===== src/rtl/fetch_stage.sv =====
// Instruction fetch with integrated IF/ID register: credit-limited in-order imem requests,
// PC-tag queue, response FIFO, squash on redirect. Optional same-cycle bypass: FETCH_BYPASS_EN.
module fetch_stage #(
  parameter logic [31:0] RESET_PC  = 32'h0000_0000,
  parameter int unsigned BUF_DEPTH = 2
) (
  input  logic        clk,
  input  logic        rst_n,
  input  logic        stallF,
  input  logic        stallD,
  input  logic        flushD,
  input  logic        PCSrcE,
  input  logic [31:0] PCTargetE,
  output logic        imemReqValid,
  output logic [31:0] imemReqAddr,
  input  logic        imemReqReady,
  input  logic        imemRespValid,
  input  logic [31:0] imemRespData,
  output logic [31:0] instrD,
  output logic [31:0] PCD,
  output logic [31:0] PCPlus4D,
  output logic        validD
);

  localparam int unsigned PW = $clog2(BUF_DEPTH);
  localparam int unsigned CW = PW + 1;
  localparam logic [CW:0] DEPTH_W = BUF_DEPTH[CW:0];
  localparam logic [31:0] NOP = 32'h0000_0013;

  logic [31:0]   fetch_pc_q, fetch_pc_d;
  logic [31:0]   fifo_instr_q [BUF_DEPTH];
  logic [31:0]   fifo_pc_q    [BUF_DEPTH];
  logic [31:0]   tag_q        [BUF_DEPTH];
  logic [PW-1:0] fifo_wr_q, fifo_wr_d, fifo_rd_q, fifo_rd_d;
  logic [PW-1:0] tag_wr_q, tag_wr_d, tag_rd_q, tag_rd_d;
  logic [CW-1:0] fifo_cnt_q, fifo_cnt_d, outst_q, outst_d, discard_q, discard_d;
  logic [31:0]   instr_q, instr_d, pc_q, pc_d, pc_plus4_q, pc_plus4_d;
  logic          valid_q, valid_d;

  logic [CW:0] inflight;
  logic        req_fire, resp_keep, resp_drop, fifo_empty, dec_adv;
  logic        bypass, fifo_push, fifo_pop;
  logic [31:0] load_instr, load_pc;

  // Occupancy plus outstanding never exceeds BUF_DEPTH, so every response has a slot.
  assign inflight     = {1'b0, fifo_cnt_q} + {1'b0, outst_q};
  assign imemReqValid = rst_n && !stallF && !PCSrcE && (inflight < DEPTH_W);
  assign imemReqAddr  = fetch_pc_q;
  assign req_fire     = imemReqValid && imemReqReady;

  assign resp_keep  = imemRespValid && (discard_q == '0);
  assign resp_drop  = imemRespValid && (discard_q != '0);
  assign fifo_empty = (fifo_cnt_q == '0);
  assign dec_adv    = !PCSrcE && !flushD && !stallD;

`ifdef FETCH_BYPASS_EN
  assign bypass = resp_keep && fifo_empty && dec_adv;
`else
  assign bypass = 1'b0;
`endif

  assign fifo_push  = resp_keep && !PCSrcE && !bypass;
  assign fifo_pop   = dec_adv && !fifo_empty;
  assign load_instr = bypass ? imemRespData : fifo_instr_q[fifo_rd_q];
  assign load_pc    = bypass ? tag_q[tag_rd_q] : fifo_pc_q[fifo_rd_q];

  always_comb begin
    // NOTE: every next-state signal gets a default first so no path can infer a latch.
    fetch_pc_d = fetch_pc_q;
    fifo_wr_d  = fifo_wr_q;
    fifo_rd_d  = fifo_rd_q;
    fifo_cnt_d = fifo_cnt_q;
    tag_wr_d   = tag_wr_q;
    tag_rd_d   = tag_rd_q;
    discard_d  = discard_q;
    outst_d    = outst_q + CW'(req_fire) - CW'(imemRespValid);
    instr_d    = instr_q;
    pc_d       = pc_q;
    pc_plus4_d = pc_plus4_q;
    valid_d    = valid_q;

    if (PCSrcE) begin
      // Everything already requested is stale; count it off as it returns.
      fetch_pc_d = PCTargetE;
      fifo_wr_d  = '0;
      fifo_rd_d  = '0;
      fifo_cnt_d = '0;
      tag_wr_d   = '0;
      tag_rd_d   = '0;
      discard_d  = outst_q - CW'(imemRespValid);
    end else begin
      if (req_fire) begin
        fetch_pc_d = fetch_pc_q + 32'd4;
        tag_wr_d   = tag_wr_q + PW'(1);
      end
      if (resp_keep) tag_rd_d = tag_rd_q + PW'(1);
      if (resp_drop) discard_d = discard_q - CW'(1);
      if (fifo_push) fifo_wr_d = fifo_wr_q + PW'(1);
      if (fifo_pop)  fifo_rd_d = fifo_rd_q + PW'(1);
      fifo_cnt_d = fifo_cnt_q + CW'(fifo_push) - CW'(fifo_pop);
    end

    if (PCSrcE || flushD) begin
      valid_d = 1'b0;
      instr_d = NOP;
    end else if (!stallD) begin
      if (bypass || !fifo_empty) begin
        valid_d    = 1'b1;
        instr_d    = load_instr;
        pc_d       = load_pc;
        pc_plus4_d = load_pc + 32'd4;
      end else begin
        valid_d = 1'b0;
      end
    end
  end

  // NOTE: sequential state uses non-blocking assignments so all registers update together.
  always_ff @(posedge clk or negedge rst_n) begin
    if (!rst_n) begin
      fetch_pc_q <= RESET_PC;
      fifo_wr_q  <= '0;
      fifo_rd_q  <= '0;
      fifo_cnt_q <= '0;
      tag_wr_q   <= '0;
      tag_rd_q   <= '0;
      outst_q    <= '0;
      discard_q  <= '0;
      instr_q    <= NOP;
      pc_q       <= '0;
      pc_plus4_q <= '0;
      valid_q    <= 1'b0;
    end else begin
      fetch_pc_q <= fetch_pc_d;
      fifo_wr_q  <= fifo_wr_d;
      fifo_rd_q  <= fifo_rd_d;
      fifo_cnt_q <= fifo_cnt_d;
      tag_wr_q   <= tag_wr_d;
      tag_rd_q   <= tag_rd_d;
      outst_q    <= outst_d;
      discard_q  <= discard_d;
      instr_q    <= instr_d;
      pc_q       <= pc_d;
      pc_plus4_q <= pc_plus4_d;
      valid_q    <= valid_d;
    end
  end

  // NOTE: storage arrays carry no reset; pointers and counts alone define which entries are live.
  always_ff @(posedge clk) begin
    if (req_fire) tag_q[tag_wr_q] <= fetch_pc_q;
    if (fifo_push) begin
      fifo_instr_q[fifo_wr_q] <= imemRespData;
      fifo_pc_q[fifo_wr_q]    <= tag_q[tag_rd_q];
    end
  end

  assign instrD   = instr_q;
  assign PCD      = pc_q;
  assign PCPlus4D = pc_plus4_q;
  assign validD   = valid_q;

endmodule


===== config.mk =====
export PLATFORM = sky130hd
export DESIGN_NAME = fetch_stage
export DESIGN_NICKNAME = d
export VERILOG_FILES = /design/src/rtl/fetch_stage.sv
export SDC_FILE = /design/constraint.sdc
export NUM_CORES = 1
export LEC_CHECK = 0
export ABC_CLOCK_PERIOD_IN_PS = 4600
export CAP_MARGIN = 20
export CORE_MARGIN = 2
export CORE_UTILIZATION = 36
export DETAILED_ROUTE_END_ITERATION = 12
export PLACE_DENSITY = 0.57
export SYNTH_ARGS = -nofsm -noshare
export SYNTH_HDL_FRONTEND = slang
export SYNTH_SLANG_ARGS = --single-unit

===== constraint.sdc =====
create_clock -name clk -period 4.6 [get_ports clk]
set_input_delay 0.92 -clock clk [delete_from_list [all_inputs] [get_ports clk]]
set_output_delay 0.92 -clock clk [all_outputs]
set_load 0.03 [all_outputs]

==> reports/summary.md <==
The run finished with clean final reports. In this run the mean area of a mapped cell was 13.3 µm². The die is 199 µm wide.

The share of Yosys cell area claimed by the top area cell type works out to 42.1%. Measured against its own limit, the worst slew margin works out to 32.0%. The critical path starts at fifo_cnt_q[0].

After synthesis, the largest family of logic cells by area is simple AND/OR/NAND/NOR gates. TritonCTS built the clock tree. Among all stages on the critical path, the largest delay is contributed by clkdlybuf4s50_1.

The most common cell in the synthesized netlist is edfxtp_1. The area inside the core boundary was 37600 µm²; the count of nets left with antenna violations after detail routing was 0. The tools report the via count of the routed design as 8978.

Final hold violation count: 0. Measured against the total synthesized area, the mux share comes to 7.66%. The worst register-to-register path begins at fifo_rd_q. The vertical extent of the die was 199 µm. The synthesized design contains 192 enable-type register cells. Using the TritonRoute via totals, the vias-per-cell ratio works out to 5.08. The end of the worst register-to-register path was PCPlus4D[30].

Once the floorplan was initialized, standard cells occupied 36.4% of the core. The sequential fraction of the synthesis area came out at 67.2%. After clock tree synthesis, the clock-pin slew on the worst setup and hold paths is 0.06 ns. The final count of negative-setup-slack endpoints came out at 0. Along the worst path, the maximum fanout reaches 4. Setup repair after global routing left no endpoint under its margin. For this run, the leading register cell type out of synthesis is edfxtp_1. Summing the areas of all and, or, nand and nor instances in the mapped netlist gives 11.0% of the synthesized area. Excluding fillers, the count of instances in the completed layout stands at 1769. The synthesized netlist contains 66 unique library cells. From synthesis to final layout, the design area changed by 27.6%. The worst setup path is of the reg -> out kind. In this run the number of H-tree levels came out at 2. For the final routed database, the setup TNS stands at 0 ns.

The worst register-to-register path has a depth of 7. The signal on the critical path passes through and2_1 > fa_1 > nor3_1 > and3b_1 > clkdlybuf4s50_1. For the synthesized instance count, the log shows 1028. The endpoint class of the critical path is a primary output.

The area of the die is 39600 µm², and the total global-route track usage is 16.7%. The cell sitting at the root of the clock tree is a clkbuf_16. Max-cap violations in this run came to 0. For the post-CTS setup-driven buffer insertion count, the log shows 0. The routed design could run at a clock period as short as 3.62 ns. The later pin in the worst-skew pair is clocked with a latency of 0.52 ns. Counting every sink on the clock net gives 329. After synthesis, the cell types taking the most area are edfxtp_1, dfrtp_1, mux2i_1. The number of nets in the synthesized netlist is 1109. The compound-gate portion of the synthesized area is 9.42%. For this run, the slowest stage of the critical path takes 0.67 ns. Of the total synthesized cell area, the portion taken by full adders, half adders and majority gates is 0.877%. The cell family contributing the most delay on the critical path is simple AND/OR/NAND/NOR gates.

STA classifies the critical path startpoint as a flop. In this run, synthesis produced a sequential element count of 329. The worst path arrival time is 2.70 ns. Dividing total power by cell area gives a power density of 524 nW/µm². The worst hold path class is in -> async. The HPWL after detailed placement is 22.6 mm.

The depth of the critical timing path with buffers and inverters included works out to 5. The clock passes through at most 3 buffers. Cells with a size suffix above 1 make up 10.3% of the layout. After detailed routing, the average wire length per cell comes to 18.6 µm. At the end of routability-driven placement, the weighted congestion stood at 0.807. Timing would allow up to 276 MHz. Input and output buffers added on the ports amount to 201.

IR analysis of the VDD net gives a maximum drop of 0.212 mV. After detailed placement, the total cell area comes to 16300 µm². The initial antenna violation count is 1. The layout net count is 1310.

Cell taking the most area after synthesis: edfxtp_1. The number of buffers added by the clock tree synthesis step came out at 37. For this run the aggregate overflow at the end of global routing stands at 0. The logs give 8658 for the number of global-route vias before repair and 86 for the maximum number of pins on one net before global-route repair. The mapped netlist covers 13700 µm².

The logs give 50.8 mm for the global-route wire length before repair and 71 for the cell row count. For this block, the initial DRC count from the detailed router was 586. The finished cells cover 17500 µm². Across all register-to-register paths, the minimum setup slack is 1.44 ns. For the worst setup path, the data required time is 3.68 ns. Summed over all layers, the routed wires come to 32.9 mm. After Yosys synthesis, XOR and XNOR cells account for 1.66% of the synthesized area. For this run, the detailed router's first-pass iteration total came to 6. In this run, placement finished with an instance count of 1701. During synthesis, Yosys emitted a total of 0 warnings. Of all flip-flops after synthesis, the portion carrying an async set or reset was 41.6%.

The fraction of the cycle the final worst path needs is 78.7%. The most critical setup path has its endpoint at imemReqValid. In this run, post-CTS hold repair placed 0 buffers. The top-level I/O count was 202; the final core utilization was 46.5%. For the pin with the worst max-slew slack, the measured transition is 1.02 ns. The buffers plus inverters on the worst setup path is 1, and the total of cells resized after clock tree synthesis is 0.

After synthesis, the most frequently instantiated cells are edfxtp_1, dfrtp_1, nand2_1, mux2i_1, nor2_1. For the leakage power, the log shows 6.35 nW. The run gives 0 as the count of unresolved DRC violations after routing. Clock skew on the completed layout was measured at 0.0152 ns.

The tools report the number of pins exceeding their max-slew limit in the final report as 0.
[layout by cell type, fill, tap and decap left out, types with 7 or more instances in the layout]
cell,count
clkdlybuf4s50_1,199
and3_1,9
o211ai_1,11
nand4b_1,7
a221o_1,7
xnor2_1,19
or4_1,7
a211oi_1,30
a21o_1,7
clkbuf_1,10
inv_1,17
buf_4,14
nand3_1,39
edfxtp_1,192
ha_1,8
nor3_1,8
mux2i_1,62
dfrtp_1,133
a22oi_1,9
nor2_1,57
nand4_1,20
mux2_2,38
o311ai_0,12
nand2_1,112
clkbuf_16,42
nand3b_1,9
a21oi_1,18
o21ai_0,58
xor2_1,7
[worst min-delay path by stage]
stage | endpoint | slack (ns) | from
floorplan | outst_q[0] | 0.49 | outst_q[0]
global placement | PCD[19] | 0.47 | PCD[19]
detailed placement | PCD[28] | 0.47 | PCD[28]
CTS | imemReqAddr[25] | 0.20 | rst_n
global route | imemReqAddr[25] | 0.20 | rst_n
finish | imemReqAddr[25] | 0.22 | rst_n
[registers in the layout, summed over array words and instances, names as in the netlist, 2 cells and up]
register	flops
PCPlus4D	30
instrD	32
fifo_cnt_q	2
fifo_instr_q	64
PCD	32
tag_q	64
imemReqAddr	32
fifo_pc_q	64
discard_q	2
outst_q	2
[through the flow]
stage               hold WS (ns)  setup WS [ns]  total power, W
global placement           0.466           1.18         0.00632
floorplan                  0.493         -0.208         0.00528
global route               0.200          0.699         0.00959
finish                     0.220          0.979         0.00915
detailed placement         0.474           1.12         0.00635
CTS                        0.199          0.901         0.00927
[routing by layer]
| metal | vias to the layer above | routed length (µm) | GRT usage (%) |
|---|---|---|---|
| met2 | 258 | 14300 | 24.5 |
| met3 | 44 | 1670 | 2.81 |
| met1 | 4393 | 16200 | 25.3 |
| met5 | - | 0 | 0 |
| li1 | 4283 | - | - |
| met4 | 0 | 665 | 4.98 |
[logic make-up after synthesis]
group | Yosys count
AOI/OAI and AO/OA | 188
and+or+nand+nor | 305
adders and majority gates | 9
buffers and inverters | 71
DFF | 329
xor gates and xnor gates | 26
muxes | 100
[power by group]
part	leakage [nW]	internal, W	total, W	switching [W]
combinational	2.23	0.000950	0.00228	0.00133
sequential	3.51	0.00363	0.00399	0.000359
clock	0.604	0.00175	0.00289	0.00113
[layout make-up]
cell class | count | area, µm²
Fill cell | 3365 | 20100
Tap cell | 511 | 639
Antenna cell | 1 | 2.50
Sequential cell | 329 | 9200
Timing Repair Buffer | 216 | 2130
Clock inverter | 9 | 50.0
Inverter | 17 | 63.8
Multi-Input combinational cell | 628 | 4220
Clock buffer | 58 | 1170
Note: power is estimated with default switching activity, not from simulation.
==> RTL change (config.mk and constraints unchanged) <==
`BUF_DEPTH`: 2 -> 4.
--- a/src/rtl/fetch_stage.sv
+++ b/src/rtl/fetch_stage.sv
@@ -2,7 +2,7 @@
 // PC-tag queue, response FIFO, squash on redirect. Optional same-cycle bypass: FETCH_BYPASS_EN.
 module fetch_stage #(
   parameter logic [31:0] RESET_PC  = 32'h0000_0000,
-  parameter int unsigned BUF_DEPTH = 2
+  parameter int unsigned BUF_DEPTH = 4
 ) (
   input  logic        clk,
   input  logic        rst_n,
Formal check against the unedited RTL: not equivalent (a bounded check fails within 4 cycles, from zero or initial values and one cycle with rst_n low).
==> RTL change against the original RTL <==
Power up 37%. Wire length is 47% higher. Clock skew rose by 0.017 ns. Global-route usage decreased by 0.47 points. Sequential cell count is 199 higher. Area after synthesis grew 54%. Worst setup slack improved by 0.17 ns. Final area rose by 48%. Combinational power hardly changed.
==> RTL change: results (changes against the original RTL) <==
[metrics] sink count of the clock tree: 528 (+60%)
[metrics] registers with the most flip-flops: fifo_instr_q: 128 flops, fifo_pc_q: 128 flops, tag_q: 128 flops
[metrics] global-route usage over all layers: 16.2% (-0.47 points)
[metrics] initial antenna violation count: 2 (+1)
[metrics] Fillers: 5140 (+53%)
[metrics] cell types with the largest area share after synthesis: edfxtp_1 55%, dfrtp_1 17%, mux4_2 9.6%
[metrics] share of flip-flops with an asynchronous set or reset: 27.3% (-14 points)
[metrics] post-synthesis cell type count: 58 (-12%)
[metrics] worst skew pair latency: 0.62 ns (+0.10 ns)
[metrics] Syn Nets: 1404 (+27%)
[metrics] Comb power frac: 18.1% (-6.8 points)
[metrics] maximum number of pins on one net before global-route repair: 76 (-12%)
[metrics] number of detailed-routing iterations run before antenna repair: 5 (-1)
[metrics] share of power burned in registers: 46.9% (+3.3 points)
[metrics] relative max-transition margin: 32.3% (+0.34 points)
[metrics] detailed-route vias per instance: 5.09 (+0.29%)
[metrics] multi-input gate area in the final layout: 0.00559 mm^2 (+33%)
[metrics] worst path arrival time: 2.54 ns (-0.16 ns)
[metrics] leakage dissipation: 8.90 nW (+40%)
[metrics] sequential fraction of the synthesis area: 71.8% (+4.6 points)
[metrics] proportion of layout cells with a drive suffix above 1: 13.7% (+3.3 points)
[metrics] largest fanout on the critical path: 2 (-2)
[metrics] wirelength, routed: 48300 um (+47%)
[metrics] result of the run: finished, final reports clean
[metrics] sequential fraction of total cell area: 58.7% (+6.0 points)
[metrics] data-path buffer share of cell area in the final layout: 8.73% (-3.5 points)
[metrics] worst voltage drop across the vdd grid: 0.264 mV (+25%)
[metrics] Non-clock buffers: 227 (+5.1%)
[metrics] R2R Setup Slk: 1.47 ns (+0.03 ns)
[metrics] final setup skew: 0.0324 ns (+0.0172 ns)
[metrics] GPL Wtd Cong: 0.753 (-6.7%)
-- RTL change: cell types whose count changed after synthesis, moves of 30 or more --
cell / unedited run / this run
a211oi_1: 30 / 0
edfxtp_1: 192 / 384
mux2_2: 38 / 5
mux2i_1: 62 / 4
mux4_2: 0 / 90
nand2_1: 113 / 226
-- RTL change: per-layer routing --
metal	part of all wire, %	global-route usage [%]	up-vias
li1	-	-	5464
met1	45	22.5	6082
met2	47	25.8	287
met3	4.8	3.21	81
met4	2.7	5.35	2
met5	0.021	0	-
-- RTL change: final timing paths --
check                              from               to  depth (start not counted)
max reg2reg                fifo_rd_q[1]     PCPlus4D[20]                          5
max in group asynchronous         rst_n     fifo_rd_q[0]                          2
min                               rst_n  imemReqAddr[21]                          1
min reg2reg                PCPlus4D[11]     PCPlus4D[11]                          2
max                              stallF     imemReqValid                          4
min in group clk           PCPlus4D[11]     PCPlus4D[11]                          2
-- RTL change: critical path, cell delays in order --
cell and delay, ns:
clkdlybuf4s50_1 0.40, nor4b_1 0.34, and3_1 0.21, clkdlybuf4s50_1 0.67
-- RTL change: metrics by stage --
step           cell area [um^2]  hold WS, ns  instances  setup WS [ns]
2_1_floorplan             21100        0.501       1310           1.07
5_1_grt                   25800        0.132       2341           1.04
6_report                  25800        0.149       2341           1.14
3_5_place_dp              24000        0.466       2235           1.05
4_1_cts                   25800        0.120       2339           1.12
3_3_place_gp              24000        0.464       2235           1.10
-- RTL change: cell families (layout without fill, tap and decap cells) --
group                      Yosys count  in the layout  share of synthesized area (%)
xor gates and xnor gates            30             30                           1.25
buffers and inverters               88            353                           1.83
muxes                              105            105                           10.8
and+or+nand+nor                    402            402                           8.97
DFF                                528            528                           71.8
other                                0              1                              0
AOI/OAI and AO/OA                  135            135                           4.01
adders and majority gates           22             22                           1.38
